**src/rtl/reg_pipe_multi_channel_sum.sv**
```systemverilog
// Multi-lane register pipeline with valid/ready back-pressure and a lane-sum output.
// Each stage advances when it is empty or its successor advances, so bubbles collapse under stall.
module reg_pipe_multi_channel_sum #(
    parameter int unsigned DATA_WIDTH = 8,
    parameter int unsigned CHANNELS   = 2,
    parameter int unsigned DEPTH      = 2,
    parameter int unsigned SUM_WIDTH  = 8,
    parameter int unsigned SATURATE   = 0
) (
    input  logic                             clk,
    input  logic                             rst,
    input  logic [CHANNELS*DATA_WIDTH-1:0]   i_data,
    input  logic                             i_vld,
    output logic                             i_rd,
    output logic [SUM_WIDTH-1:0]             o_data,
    output logic                             o_vld,
    input  logic                             o_rd,
    output logic [$clog2(DEPTH+1)-1:0]       occupancy
);

    localparam int unsigned LaneW = CHANNELS * DATA_WIDTH;
    localparam int unsigned OccW  = $clog2(DEPTH + 1);
    localparam int unsigned BaseW = (DATA_WIDTH > SUM_WIDTH) ? DATA_WIDTH : SUM_WIDTH;
    localparam int unsigned AccW  = BaseW + $clog2(CHANNELS);

    logic [DEPTH-1:0] v_q;
    logic [DEPTH-1:0] v_d;
    logic [DEPTH-1:0] en;
    logic [LaneW-1:0] d_q [DEPTH];
    logic [LaneW-1:0] d_d [DEPTH];
    logic             full_tail;
    logic [AccW-1:0]  acc;
    logic [OccW-1:0]  occ;

    // en[k] is high unless stage k and every stage after it is full while the consumer stalls.
    always_comb begin
        full_tail = 1'b1;
        en        = '0;
        for (int k = DEPTH - 1; k >= 0; k--) begin
            full_tail = full_tail & v_q[k];
            en[k]     = o_rd | ~full_tail;
        end
    end

    always_comb begin
        v_d = v_q;
        d_d = d_q;
        if (en[0]) begin
            v_d[0] = i_vld;
            d_d[0] = i_data;
        end
        for (int k = 1; k < DEPTH; k++) begin
            if (en[k]) begin
                v_d[k] = v_q[k-1];
                d_d[k] = d_q[k-1];
            end
        end
    end

    always_ff @(posedge clk) begin
        if (rst) begin
            v_q <= '0;
            for (int k = 0; k < DEPTH; k++) begin
                d_q[k] <= '0;
            end
        end else begin
            v_q <= v_d;
            d_q <= d_d;
        end
    end

    // Sum is formed from held data regardless of valid, so it reads 0 after reset.
    always_comb begin
        acc = '0;
        for (int c = 0; c < CHANNELS; c++) begin
            acc = acc + AccW'(d_q[DEPTH-1][c*DATA_WIDTH +: DATA_WIDTH]);
        end
    end

    always_comb begin
        if ((SATURATE != 0) && (acc > AccW'({SUM_WIDTH{1'b1}}))) begin
            o_data = '1;
        end else begin
            o_data = acc[SUM_WIDTH-1:0];
        end
    end

    always_comb begin
        occ = '0;
        for (int k = 0; k < DEPTH; k++) begin
            occ = occ + OccW'(v_q[k]);
        end
    end

    assign i_rd      = en[0];
    assign o_vld     = v_q[DEPTH-1];
    assign occupancy = occ;

endmodule

```
**config.mk**
```make
export PLATFORM = sky130hd
export DESIGN_NAME = reg_pipe_multi_channel_sum
export DESIGN_NICKNAME = d
export VERILOG_FILES = /design/src/rtl/reg_pipe_multi_channel_sum.sv
export SDC_FILE = /design/constraint.sdc
export NUM_CORES = 1
export LEC_CHECK = 0
export BUFFER_PORTS_ARGS = -buffer_cell sky130_fd_sc_hd__buf_2
export CAP_MARGIN = 20
export CORE_MARGIN = 5
export CORE_UTILIZATION = 55
export CTS_BUF_LIST = sky130_fd_sc_hd__clkbuf_2
export DETAILED_ROUTE_END_ITERATION = 10
export PLACE_DENSITY_LB_ADDON = 0.2
export SYNTH_ARGS = -nofsm -noshare
export SYNTH_HDL_FRONTEND = slang
export SYNTH_SLANG_ARGS = --single-unit
```
**constraint.sdc**
```tcl
create_clock -name clk -period 4.56 [get_ports clk]
set_input_delay 0.456 -clock clk [delete_from_list [all_inputs] [get_ports clk]]
set_output_delay 0.456 -clock clk [all_outputs]
set_load 0.02 [all_outputs]
```
After elaboration in Yosys (flattened, before gate mapping)
Cells that the tools add are included.
{"block": "word_totals", "register_bits": 34, "in_bits": 20, "output_inout_bits": 12}
{"block": "classes", "n_addsub": 2, "bitwise_logic": 5}
{"cell": "$add 8x8->8", "count": 1}
{"cell": "$add 1x1->2", "count": 1}
{"cell": "$not 1->1", "count": 2}
{"cell": "$or 1x1->1", "count": 2}
{"cell": "$and 1x1->1", "count": 1}

Logic depth before layout (Yosys ltp)
{"block": "depth", "ltp_word": 3, "mapped_depth": 7}

Worst setup path after synthesis
OpenSTA, ideal clock, no wires.
{"block": "synth_timing", "path_type": "register to output", "startpoint": "register d_q[0] in the netlist's numbering", "endpoint": "output port o_data[6]", "arrival_time_ns": 1.717, "t_required_ns": 4.104, "path_slack_ns": 2.387, "path_stages_with_launch": 7, "cell_sequence": "dfxtp_1 > ha_1 > inv_1 > fa_1 > nor2b_4 > o31a_1 > o311ai_1"}
{"block": "synth_via", "elab_chain_len": 1}
{"item": "from (decl)", "line": "29", "source": "logic [LaneW-1:0] d_q [DEPTH];"}
{"item": "from (signal, indexed assignment)", "line": "64", "source": "d_q[k] <= '0;"}
{"item": "from (signal assigned)", "line": "68", "source": "d_q <= d_d;"}
{"item": "$add 8x8->8", "line": "76", "source": "acc = acc + AccW'(d_q[DEPTH-1][c*DATA_WIDTH +: DATA_WIDTH]);"}
{"item": "to (decl)", "line": "15", "source": "output logic [SUM_WIDTH-1:0] o_data,"}
No other way between the ends.

Final worst setup path
Same ends and word-level chain as after synthesis.

==> run metrics <==
cts-stage hold buffer count 0; Post-synth EDFFs 0; Fin Setup TNS 0 ps; Root Driver clkbuf_2; final core utilization 62.6%; CTS tree built; power density over cell area 309 mW/mm²; max-slew violations 0; port bufs 31; synthesized net count 223; ratio of cells with drive above 1 in the final layout 18.9%; Ports 32; Sequential Area 681 µm²; XOR/XNOR Fraction of Synth Area 2.27%; crit path DAT 2040 ps; M1 wire length 1.40 mm; antenna violations before repair 0; number of global-route vias before repair 1285; Post-synth top cells nand2_1, a21oi_1, dfxtp_1; Slew headroom 62.0%; CP startpoint d_q[0]$_SDFFE_PP0P_; post-synthesis compound-gate area fraction 18.7%; clk sinks 34; Initial Utilization 56.4%; Residual DRC 0; Setup WS pre-CTS 2460 ps; RR Endpoint d_q[16]$_SDFFE_PP0P_; final instance area 0.00171 mm²; initial DRC count 47; RSZ-0062 raised after global routing no; worst-path maximum fanout 3; Leak 0.782 nW; CTS resizes 0; Max Clk Rate 0.400 GHz; main area contributors after synthesis dfxtp_1, nand2_1, a21oi_1; DRT Pass-1 Iters 5; core area 0.00273 mm²; Worst Tran Pin Value 570 ps; Post-DRT Antenna Nets 0; Tot Pwr 528 µW; Syn. warnings 0; Highest Signal Layer met4; Post-CTS Setup Bufs 0; wire per inst 12.5 µm; Num CTS Buffers 5; Seq/Total Area, Yosys 44.1%; # fillers 237; cells on worst reg2reg path 6; Setup violations, final 0; Via density 5.35; FFs w/ async S/R, synth 0%; fin crit period 2500 ps; Vias 1354; R2R Setup Slk 3110 ps; Die Ht 63.0 µm; GPL Wtd Cong 0.804; post-synth top area share 44.1%; most common cell in the synthesized netlist nand2_1; row cnt 19; Worst Setup Slack, final 2060 ps; later-pin clock latency in the skew report 360 ps; kind of critical path flip-flop to primary output; worst flop-to-flop path startpoint v_q[1]$_SDFFE_PP0P_; first-pass GRT wire length 5.55 mm; synthesized instance count 194; Max VDD drop 219 µV; largest family of logic cells by synthesized area simple AND/OR/NAND/NOR gates; Setup crit start kind flip-flop; DP HPWL 2.37 mm; H-tree Lvls 2; Nets 251; Cell variety after synth 29; Yosys reg bits 34; hold path depth 3; Final Hold Fails 0; total grt overflow 0; Max Root-Sink Buffers 2; hold endpoint d_q[23]$_SDFFE_PP0P_; hold_sp i_data[7]; hold crit path type input pin to flip-flop; Final Cycle Share 54.8%; Synth Area in Simple Gates 20.8%; final WL 3.17 mm; Setup Skew 6.71 ps; total track usage 17.2%; Die X 63.0 µm; top_reg_cell synth dfxtp_1; Layout area overhead 10.9%; multiplexer share of the synthesized area 0%; syn avg cell area 7.95 µm²; Reg clk slew, reported paths 150 ps; Synth Area in Adders 7.79%; multi-input logic area 764 µm²; outcome completed; ant diodes 0; DR WL met3 191 µm; Post-Syn Area 0.00154 mm²; crit path capture type primary output; Worst Path Required 4100 ps; area post-placement 0.00167 mm²; die area 0.00396 mm²; met2 wire len 1.52 mm; cell taking the most area after synthesis dfxtp_1; largest net degree at the start of global routing 35; maxcap violations 0
how the worst max path moves through the flow:
stage	cells after the start	slack, ps	to
floorplan	6	2390	o_data[6]
global placement	7	2530	o_data[6]
detailed placement	7	2460	o_data[6]
CTS	7	2030	o_data[6]
global route	7	1920	o_data[6]
finish	7	2060	o_data[6]
cell usage in the layout (no fill, tap or decap), types with 2 or more instances in the layout:
master and n:
nand2_1 67, a21oi_1 38, dfxtp_1 34, buf_2 31
ha_1 8, clkbuf_2 7, inv_1 5, nor2b_1 3
o211ai_1 3, nor2_1 3, xor2_1 2, nand2b_1 2
o21ai_0 2, xnor2_1 2, buf_4 2
flip-flops by register name (all words and copies together), names as in the netlist:
| signal | flops |
|---|---|
| d_q | 32 |
| v_q | 2 |
stage by stage:
stage,hold slack (ps),cells
4_1_cts,291,252
3_3_place_gp,442,245
6_report,311,253
2_1_floorplan,432,194
3_5_place_dp,447,245
5_1_grt,294,253
where the power goes:
group | internal, mW | leakage [nW] | switching [mW]
registers | 0.313 | 0.281 | 0.00888
clock network | 0.0399 | 0.0291 | 0.0893
logic | 0.0315 | 0.472 | 0.0460
per-layer routing:
layer	track usage (%)	vias to the layer above
met5	0	-
met4	8.75	0
met1	20.5	615
met3	4.68	7
met2	27.8	36
li1	-	696
kinds of logic (layout without fill, tap and decap cells):
kind of cell | count (synthesis) | after routing
buf+inv | 18 | 46
flops | 34 | 34
simple gates | 78 | 78
compound gates | 51 | 51
fa+ha+maj | 9 | 9
xor+xnor | 4 | 4
worst max-delay path: stages (launching register included):
cell and delay (ps):
dfxtp_1 340, ha_1 220, inv_1 80, fa_1 240, nor2b_4 60, o31a_1 260
o311ai_1 270, buf_2 210
final cells by class:
| cell class | count | area share [%] |
|---|---|---|
| tap | 31 | 2.27 |
| inverter | 6 | 1.32 |
| clock buffer | 7 | 2.05 |
| multi-input combinational | 142 | 44.7 |
| timing repair buffer | 33 | 9.94 |
| sequential | 34 | 39.8 |
No activity file was read; power rests on OpenSTA's default activity.
